`src/rtl/carfield_regbus_pkg.sv`:
```
// Shared types and constants for the Carfield register-bus address responder.
// Rule fields are held at a fixed maximum width; narrower buses zero-extend into them.
package carfield_regbus_pkg;

  localparam int unsigned MaxAddrWidth = 64;
  localparam int unsigned CntWidth     = 16;
  localparam logic [31:0] ERR_DATA     = 32'hBADCAB1E;

  typedef enum logic [1:0] {
    IDLE = 2'd0,
    FWD  = 2'd1,
    ERR  = 2'd2,
    RESP = 2'd3
  } state_e;

  typedef struct packed {
    logic [MaxAddrWidth-1:0] base;
    logic [MaxAddrWidth-1:0] size;
    logic                    en;
  } rule_t;

  function automatic logic [CntWidth-1:0] sat_inc(input logic [CntWidth-1:0] v);
    return (v == '1) ? v : v + CntWidth'(1);
  endfunction

endpackage

```
`src/rtl/carfield_regbus_addr_responder_if.sv`:
```
// Upstream register-bus request/response bundle between the host master and the responder.
interface carfield_regbus_addr_responder_if #(
  parameter int unsigned AddrWidth = 48,
  parameter int unsigned DataWidth = 32
);

  logic                   req_valid;
  logic                   req_write;
  logic [AddrWidth-1:0]   req_addr;
  logic [DataWidth-1:0]   req_wdata;
  logic [DataWidth/8-1:0] req_wstrb;
  logic                   rsp_ready;
  logic [DataWidth-1:0]   rsp_rdata;
  logic                   rsp_error;

  modport master (
    output req_valid, req_write, req_addr, req_wdata, req_wstrb,
    input  rsp_ready, rsp_rdata, rsp_error
  );

  modport slave (
    input  req_valid, req_write, req_addr, req_wdata, req_wstrb,
    output rsp_ready, rsp_rdata, rsp_error
  );

endinterface

```
`src/rtl/carfield_regbus_rule_match.sv`:
```
// Combinational base/size rule matcher; reports whether any enabled rule hits and the lowest hitting index.
module carfield_regbus_rule_match
  import carfield_regbus_pkg::*;
#(
  parameter int unsigned NumRules = 4,
  parameter int unsigned IdxWidth = (NumRules > 1) ? $clog2(NumRules) : 1
) (
  input  logic [MaxAddrWidth-1:0] addr_i,
  input  rule_t [NumRules-1:0]    rules_i,
  output logic                    match_o,
  output logic [IdxWidth-1:0]     idx_o
);

  logic [NumRules-1:0] hit;

  always_comb begin
    hit     = '0;
    match_o = 1'b0;
    idx_o   = '0;
    // End address is formed one bit wider so base+size at the top of the map cannot wrap.
    for (int i = 0; i < NumRules; i++) begin
      hit[i] = rules_i[i].en && (rules_i[i].size != '0) &&
               (addr_i >= rules_i[i].base) &&
               ({1'b0, addr_i} < ({1'b0, rules_i[i].base} + {1'b0, rules_i[i].size}));
    end
    for (int i = NumRules - 1; i >= 0; i--) begin
      if (hit[i]) begin
        match_o = 1'b1;
        idx_o   = IdxWidth'(i);
      end
    end
  end

endmodule

```
`src/rtl/carfield_regbus_addr_responder.sv`:
```
// Register-bus target-side decoder: registers each host request, routes it to one peripheral port,
// and answers unmapped or timed-out accesses locally with an error.
//
// state | meaning
// IDLE  | waiting for a host request; captures fields and decodes the address
// FWD   | one-hot valid to the selected peripheral, timeout counter running
// ERR   | no rule matched; load error response and bump decode-error count
// RESP  | one-cycle rsp_ready with latched rdata/error
module carfield_regbus_addr_responder
  import carfield_regbus_pkg::*;
#(
  parameter int unsigned          NumRules      = 4,
  parameter int unsigned          AddrWidth     = 48,
  parameter int unsigned          DataWidth     = 32,
  parameter int unsigned          TimeoutCycles = 255,
  parameter logic [DataWidth-1:0] ErrData       = DataWidth'(ERR_DATA)
) (
  input  logic                          clk_i,
  input  logic                          rst_i,
  input  logic [NumRules*AddrWidth-1:0] rule_base_i,
  input  logic [NumRules*AddrWidth-1:0] rule_size_i,
  input  logic [NumRules-1:0]           rule_en_i,
  carfield_regbus_addr_responder_if.slave host,
  output logic [NumRules-1:0]           slv_valid_o,
  output logic                          slv_write_o,
  output logic [AddrWidth-1:0]          slv_addr_o,
  output logic [DataWidth-1:0]          slv_wdata_o,
  output logic [DataWidth/8-1:0]        slv_wstrb_o,
  input  logic [NumRules-1:0]           slv_ready_i,
  input  logic [NumRules*DataWidth-1:0] slv_rdata_i,
  input  logic [NumRules-1:0]           slv_error_i,
  output logic [CntWidth-1:0]           dec_err_cnt_o,
  output logic [CntWidth-1:0]           tmo_cnt_o
);

  localparam int unsigned IdxWidth = (NumRules > 1) ? $clog2(NumRules) : 1;
  localparam logic [7:0]  TmoLast  = 8'(TimeoutCycles - 1);

  state_e                 state_q, state_d;
  logic                   write_q, write_d;
  logic [AddrWidth-1:0]   addr_q, addr_d;
  logic [DataWidth-1:0]   wdata_q, wdata_d;
  logic [DataWidth/8-1:0] wstrb_q, wstrb_d;
  logic [IdxWidth-1:0]    sel_q, sel_d;
  logic [7:0]             tmo_q, tmo_d;
  logic [DataWidth-1:0]   rdata_q, rdata_d;
  logic                   error_q, error_d;
  logic [CntWidth-1:0]    dec_cnt_q, dec_cnt_d;
  logic [CntWidth-1:0]    tmo_cnt_q, tmo_cnt_d;

  rule_t [NumRules-1:0]   rules;
  logic                   match;
  logic [IdxWidth-1:0]    match_idx;
  logic [DataWidth-1:0]   sel_rdata;

  always_comb begin
    rules = '0;
    for (int i = 0; i < NumRules; i++) begin
      rules[i].base = MaxAddrWidth'(rule_base_i[i*AddrWidth +: AddrWidth]);
      rules[i].size = MaxAddrWidth'(rule_size_i[i*AddrWidth +: AddrWidth]);
      rules[i].en   = rule_en_i[i];
    end
  end

  // Decode runs on the incoming address so the FSM can branch in the capture cycle.
  carfield_regbus_rule_match #(
    .NumRules (NumRules),
    .IdxWidth (IdxWidth)
  ) u_rule_match (
    .addr_i  (MaxAddrWidth'(host.req_addr)),
    .rules_i (rules),
    .match_o (match),
    .idx_o   (match_idx)
  );

  assign sel_rdata = slv_rdata_i[32'(sel_q)*DataWidth +: DataWidth];

  always_comb begin
    state_d   = state_q;
    write_d   = write_q;
    addr_d    = addr_q;
    wdata_d   = wdata_q;
    wstrb_d   = wstrb_q;
    sel_d     = sel_q;
    tmo_d     = tmo_q;
    rdata_d   = rdata_q;
    error_d   = error_q;
    dec_cnt_d = dec_cnt_q;
    tmo_cnt_d = tmo_cnt_q;
    case (state_q)
      IDLE: begin
        if (host.req_valid) begin
          write_d = host.req_write;
          addr_d  = host.req_addr;
          wdata_d = host.req_wdata;
          wstrb_d = host.req_wstrb;
          sel_d   = match_idx;
          tmo_d   = '0;
          state_d = match ? FWD : ERR;
        end
      end
      FWD: begin
        // Ready takes priority over a timeout landing in the same cycle.
        if (slv_ready_i[sel_q]) begin
          rdata_d = sel_rdata;
          error_d = slv_error_i[sel_q];
          state_d = RESP;
        end else if (tmo_q == TmoLast) begin
          rdata_d   = ErrData;
          error_d   = 1'b1;
          tmo_cnt_d = sat_inc(tmo_cnt_q);
          state_d   = RESP;
        end else begin
          tmo_d = tmo_q + 8'd1;
        end
      end
      ERR: begin
        rdata_d   = ErrData;
        error_d   = 1'b1;
        dec_cnt_d = sat_inc(dec_cnt_q);
        state_d   = RESP;
      end
      RESP: begin
        state_d = IDLE;
      end
      default: begin
        state_d = IDLE;
      end
    endcase
  end

  always_ff @(posedge clk_i) begin
    if (rst_i) begin
      state_q   <= IDLE;
      write_q   <= 1'b0;
      addr_q    <= '0;
      wdata_q   <= '0;
      wstrb_q   <= '0;
      sel_q     <= '0;
      tmo_q     <= '0;
      rdata_q   <= '0;
      error_q   <= 1'b0;
      dec_cnt_q <= '0;
      tmo_cnt_q <= '0;
    end else begin
      state_q   <= state_d;
      write_q   <= write_d;
      addr_q    <= addr_d;
      wdata_q   <= wdata_d;
      wstrb_q   <= wstrb_d;
      sel_q     <= sel_d;
      tmo_q     <= tmo_d;
      rdata_q   <= rdata_d;
      error_q   <= error_d;
      dec_cnt_q <= dec_cnt_d;
      tmo_cnt_q <= tmo_cnt_d;
    end
  end

  always_comb begin
    slv_valid_o = '0;
    if (state_q == FWD) slv_valid_o[sel_q] = 1'b1;
  end

  assign slv_write_o    = write_q;
  assign slv_addr_o     = addr_q;
  assign slv_wdata_o    = wdata_q;
  assign slv_wstrb_o    = wstrb_q;
  assign host.rsp_ready = (state_q == RESP);
  assign host.rsp_rdata = rdata_q;
  assign host.rsp_error = error_q;
  assign dec_err_cnt_o  = dec_cnt_q;
  assign tmo_cnt_o      = tmo_cnt_q;

endmodule

```
`src/flat_wrapper.sv`:
```
// flat-port wrapper written by rule: the top's interface ports become plain ports
module carfield_regbus_addr_responder_flat import carfield_regbus_pkg::*;
#(
  parameter int unsigned          NumRules      = 4,
  parameter int unsigned          AddrWidth     = 48,
  parameter int unsigned          DataWidth     = 32,
  parameter int unsigned          TimeoutCycles = 255,
  parameter logic [DataWidth-1:0] ErrData       = DataWidth'(ERR_DATA)
)
  (clk_i, rst_i, rule_base_i, rule_size_i, rule_en_i, slv_valid_o, slv_write_o, slv_addr_o, slv_wdata_o, slv_wstrb_o, slv_ready_i, slv_rdata_i, slv_error_i, dec_err_cnt_o, tmo_cnt_o, host_req_valid, host_req_write, host_req_addr, host_req_wdata, host_req_wstrb, host_rsp_ready, host_rsp_rdata, host_rsp_error);
  carfield_regbus_addr_responder_if #(.AddrWidth(AddrWidth), .DataWidth(DataWidth)) host_i ();
  input  logic clk_i;
  input  logic rst_i;
  input  logic [NumRules*AddrWidth-1:0] rule_base_i;
  input  logic [NumRules*AddrWidth-1:0] rule_size_i;
  input  logic [NumRules-1:0] rule_en_i;
  output logic [NumRules-1:0] slv_valid_o;
  output logic slv_write_o;
  output logic [AddrWidth-1:0] slv_addr_o;
  output logic [DataWidth-1:0] slv_wdata_o;
  output logic [DataWidth/8-1:0] slv_wstrb_o;
  input  logic [NumRules-1:0] slv_ready_i;
  input  logic [NumRules*DataWidth-1:0] slv_rdata_i;
  input  logic [NumRules-1:0] slv_error_i;
  output logic [CntWidth-1:0] dec_err_cnt_o;
  output logic [CntWidth-1:0] tmo_cnt_o;
  input wire logic [$bits(host_i.req_valid)-1:0] host_req_valid;
  input wire logic [$bits(host_i.req_write)-1:0] host_req_write;
  input wire logic [$bits(host_i.req_addr)-1:0] host_req_addr;
  input wire logic [$bits(host_i.req_wdata)-1:0] host_req_wdata;
  input wire logic [$bits(host_i.req_wstrb)-1:0] host_req_wstrb;
  output wire logic [$bits(host_i.rsp_ready)-1:0] host_rsp_ready;
  output wire logic [$bits(host_i.rsp_rdata)-1:0] host_rsp_rdata;
  output wire logic [$bits(host_i.rsp_error)-1:0] host_rsp_error;
  assign host_i.req_valid = host_req_valid;
  assign host_i.req_write = host_req_write;
  assign host_i.req_addr = host_req_addr;
  assign host_i.req_wdata = host_req_wdata;
  assign host_i.req_wstrb = host_req_wstrb;
  assign host_rsp_ready = host_i.rsp_ready;
  assign host_rsp_rdata = host_i.rsp_rdata;
  assign host_rsp_error = host_i.rsp_error;
  carfield_regbus_addr_responder #(.NumRules(NumRules), .AddrWidth(AddrWidth), .DataWidth(DataWidth), .TimeoutCycles(TimeoutCycles), .ErrData(ErrData)) u_core (.clk_i(clk_i), .rst_i(rst_i), .rule_base_i(rule_base_i), .rule_size_i(rule_size_i), .rule_en_i(rule_en_i), .host(host_i), .slv_valid_o(slv_valid_o), .slv_write_o(slv_write_o), .slv_addr_o(slv_addr_o), .slv_wdata_o(slv_wdata_o), .slv_wstrb_o(slv_wstrb_o), .slv_ready_i(slv_ready_i), .slv_rdata_i(slv_rdata_i), .slv_error_i(slv_error_i), .dec_err_cnt_o(dec_err_cnt_o), .tmo_cnt_o(tmo_cnt_o));
endmodule
```
`config.mk`:
```
export PLATFORM = sky130hd
export DESIGN_NAME = carfield_regbus_addr_responder_flat
export DESIGN_NICKNAME = d
export VERILOG_FILES = /design/src/rtl/carfield_regbus_pkg.sv /design/src/rtl/carfield_regbus_addr_responder_if.sv /design/src/rtl/carfield_regbus_rule_match.sv /design/src/rtl/carfield_regbus_addr_responder.sv /design/src/flat_wrapper.sv
export SDC_FILE = /design/constraint.sdc
export NUM_CORES = 1
export LEC_CHECK = 0
export CAP_MARGIN = 0
export CORE_AREA = 2 2 300 302
export CTS_BUF_LIST = sky130_fd_sc_hd__clkbuf_16
export CTS_CLUSTER_DIAMETER = 60
export DETAILED_ROUTE_END_ITERATION = 16
export DIE_AREA = 0 0 302 304
export SLEW_MARGIN = 10
export SYNTH_ARGS = -nofsm -noshare
export SYNTH_HDL_FRONTEND = slang
export SYNTH_SLANG_ARGS = --single-unit
```
`constraint.sdc`:
```
create_clock -name clk_i -period 8.2 [get_ports clk_i]
set_input_delay 2.05 -clock clk_i [delete_from_list [all_inputs] [get_ports clk_i]]
set_output_delay 2.05 -clock clk_i [all_outputs]
set_load 0.02 [all_outputs]
```
==> results.txt <==
pwr dens -> 137 nW/um^2
EDFF count, synth -> 0
CP Class -> in2reg
Max Transition Viols Final -> 0
vias per cell -> 5.37
initial antenna violation count -> 53
Tmin final -> 7.71 ns
1st-pass router iterations -> 5
worst path required time -> 8.51 ns
vias in the first global route -> 29,000
HP Start -> u_core.slv_addr_o[39]
Rel. slew slack -> 11.3%
max incr delay on CP -> 0.53 ns
final setup margin -> 0.485 ns
setup bufs post-CTS -> 0
DP Worst Slack -> -0.552 ns
family with the most delay on the worst path -> compound AO/OA/AOI/OAI gates
Yosys warning total -> 0
post-synth top area share -> 27.8%
CTS tree -> built
root buf cell -> clkbuf_16
fraction of layout cells with a size suffix above 1 -> 3.84%
LEAKAGE -> 0.0157 uW
H-tree depth -> 4
endpoint type of the worst setup path -> register
ys async rst share -> 0%
clock sinks -> 162
total wire length -> 126 mm
Ports -> 767
period utilization -> 94.1%
Net Count, Synth -> 4,619
setup violators final -> 0
final hold vios -> 0
Final Wtd Congestion -> 0.973
RSZ-0062 raised after global routing -> false
RR Startpoint -> u_core.sel_q[0]
PortBufs -> 766
area grow syn2layout -> 37.8%
Post-DP HPWL -> 109 mm
Synth Cell Area -> 26,100 um^2
Synth cell types -> 86
CTS Buffer Depth -> 2
Initial Util -> 29.3%
register area -> 3250 um^2
Synth Instances -> 3,423
Clock Skew -> 0.0142 ns
fmax -> 0.130 GHz
worst-path maximum fanout -> 4
synth cell count leaders -> 580 x ha_1, 411 x a21oi_1, 375 x nand2_1
cell with the most instances after synthesis -> ha_1
crit path from -> rule_base_i[96]
DRC Markers -> 0
critical path buffer and inverter count -> 5
multi-input logic area -> 21,600 um^2
syn avg cell area -> 7.63 um^2
nets -> 5,374
TritonCTS Buffers -> 17
die area -> 91,800 um^2
Setup TNS -> 0 ns
Fillers -> 9,130
Synth Register Bits -> 162
ANT nets after route -> 0
top cells by area, synth -> ha_1 28%, dfxtp_1 12%, a21oi_1 7.9%, nand2_1 5.4%, a21o_1 4.4%
All-Layer GR Usage -> 26.4%
Core Box Area -> 89,000 um^2
die span in x -> 302 um
CP arrival -> 8.03 ns
CTS clk-pin slew, worst paths -> 0.07 ns
global-route wire length before repair -> 181 mm
Starting DRT DRC Count -> 1,420
worst-skew pair later-pin latency -> 0.45 ns
largest area contributor in the netlist -> ha_1
post-DR wirelength/cell -> 23.4 um
GRT overflow -> 0
Critical Path Source Type -> input port
Slowest-stage cell, CP -> or4_1
MaxCap Viol Count -> 0
die height -> 304 um
most used flip-flop cell after synthesis -> dfxtp_1
vias after detailed routing -> 28,900
largest net degree at the start of global routing -> 89
Pwr Total -> 4940 uW
Slew @ Worst Pin -> 1.32 ns
Max IR drop VDD -> 0.165 mV
status -> finished, final reports clean
worst hold-check path type -> reg2reg
register area share after synthesis -> 12.4%
Row Count -> 110
[timing repair]
action,4_1_cts,5_1_grt
hold buffers,0,0
resized for setup,1,3
pin swaps,0,0
endpoints found under the setup margin,2,3
gates cloned,0,0
[sequential cells by signal (all words and copies together), names as in the netlist, 2 cells and up]
signal and count:
u_core.slv_wdata_o 32, u_core.dec_err_cnt_o 16, u_core.sel_q 2, u_core.slv_wstrb_o 4
u_core.host.rsp_rdata 32, u_core.slv_addr_o 48, u_core.tmo_q 8, u_core.tmo_cnt_o 16
u_core.state_q 2
[placed cells by master, fill, tap and decap left out, types with 11 or more instances in the layout]
master / instances
nor2_1: 167
nor4_1: 63
o21bai_1: 34
xor2_1: 108
clkdlybuf4s50_1: 765
o31ai_1: 14
a21boi_0: 11
and3_1: 31
a31oi_1: 24
nand3_1: 95
nand4_1: 103
and4_1: 22
or3_1: 18
a21o_1: 153
a221oi_1: 16
a2111oi_0: 15
clkbuf_16: 17
mux4_2: 34
inv_1: 267
a21oi_1: 411
diode_2: 21
and2_1: 15
o21ai_0: 163
ha_1: 580
nor3_1: 81
o211ai_1: 25
o2111ai_1: 11
nor2b_1: 24
nand2b_1: 42
xnor2_1: 98
buf_4: 51
o21a_1: 23
nand2_1: 374
dfxtp_1: 160
a211oi_1: 34
[final timing paths]
check	end	slack [ns]	cells after the start
worst min register to register	u_core.slv_addr_o[39]	0.45	2
worst max-delay path	u_core.state_q[0]	0.49	26
worst min-delay path	u_core.slv_addr_o[39]	0.45	2
worst max register to register	u_core.host.rsp_rdata[27]	5.02	7
[worst reg2reg max path, cell delays in order, from the launching register on]
cell and delay [ns]:
dfxtp_2 0.55, mux4_2 0.69, nand2b_1 0.27, nand2b_1 0.32, nand2_1 0.56, buf_4 0.36
nor3_1 0.16, nor3_1 0.18
[layout make-up]
class / instances / area share, %
clock inverter: 14 / 0.376
tap: 1176 / 4.09
clock buffer: 17 / 1.18
timing repair buffer: 817 / 22.4
multi-input combinational: 2914 / 60.0
inverter: 266 / 2.77
antenna: 21 / 0.146
sequential: 162 / 9.02
[metal layers]
layer	share of wire (%)	up-vias	global-route usage, %	routed length, um
met5	0.24	-	0	305
met4	4.2	52	11.8	5230
met3	6.8	219	5.83	8540
met2	51	916	49.3	64700
met1	37	13500	28.0	47100
li1	-	14200	-	-
[cells by family after synthesis]
family,after synthesis,synth area share (%)
simple gates,1071,20.0
fa+ha+maj,584,28.1
flops,162,12.4
mux,36,3.01
buf+inv,347,5.02
xor+xnor,206,6.91
compound gates,1017,24.6
[stage by stage]
| step | hold WS [ns] | cell area, um^2 | util, % | cells |
|---|---|---|---|---|
| final | 0.453 | 36000 | 40.4 | 5387 |
| after global routing | 0.475 | 36000 | 40.4 | 5381 |
| after CTS | 0.457 | 35900 | 40.3 | 5366 |
| after detailed placement | 0.446 | 35300 | 39.7 | 5335 |
| after global placement | 0.441 | 35300 | 39.7 | 5335 |
| after floorplan | 0.467 | 26100 | - | 3423 |
[report_power, final]
part           switching, uW  internal [uW]  leakage, uW
registers               74.5            926      0.00132
logic                   1770           1370       0.0141
clock network            374            420     0.000261
total                   2220           2720       0.0157
(Power assumes the default switching activity.)
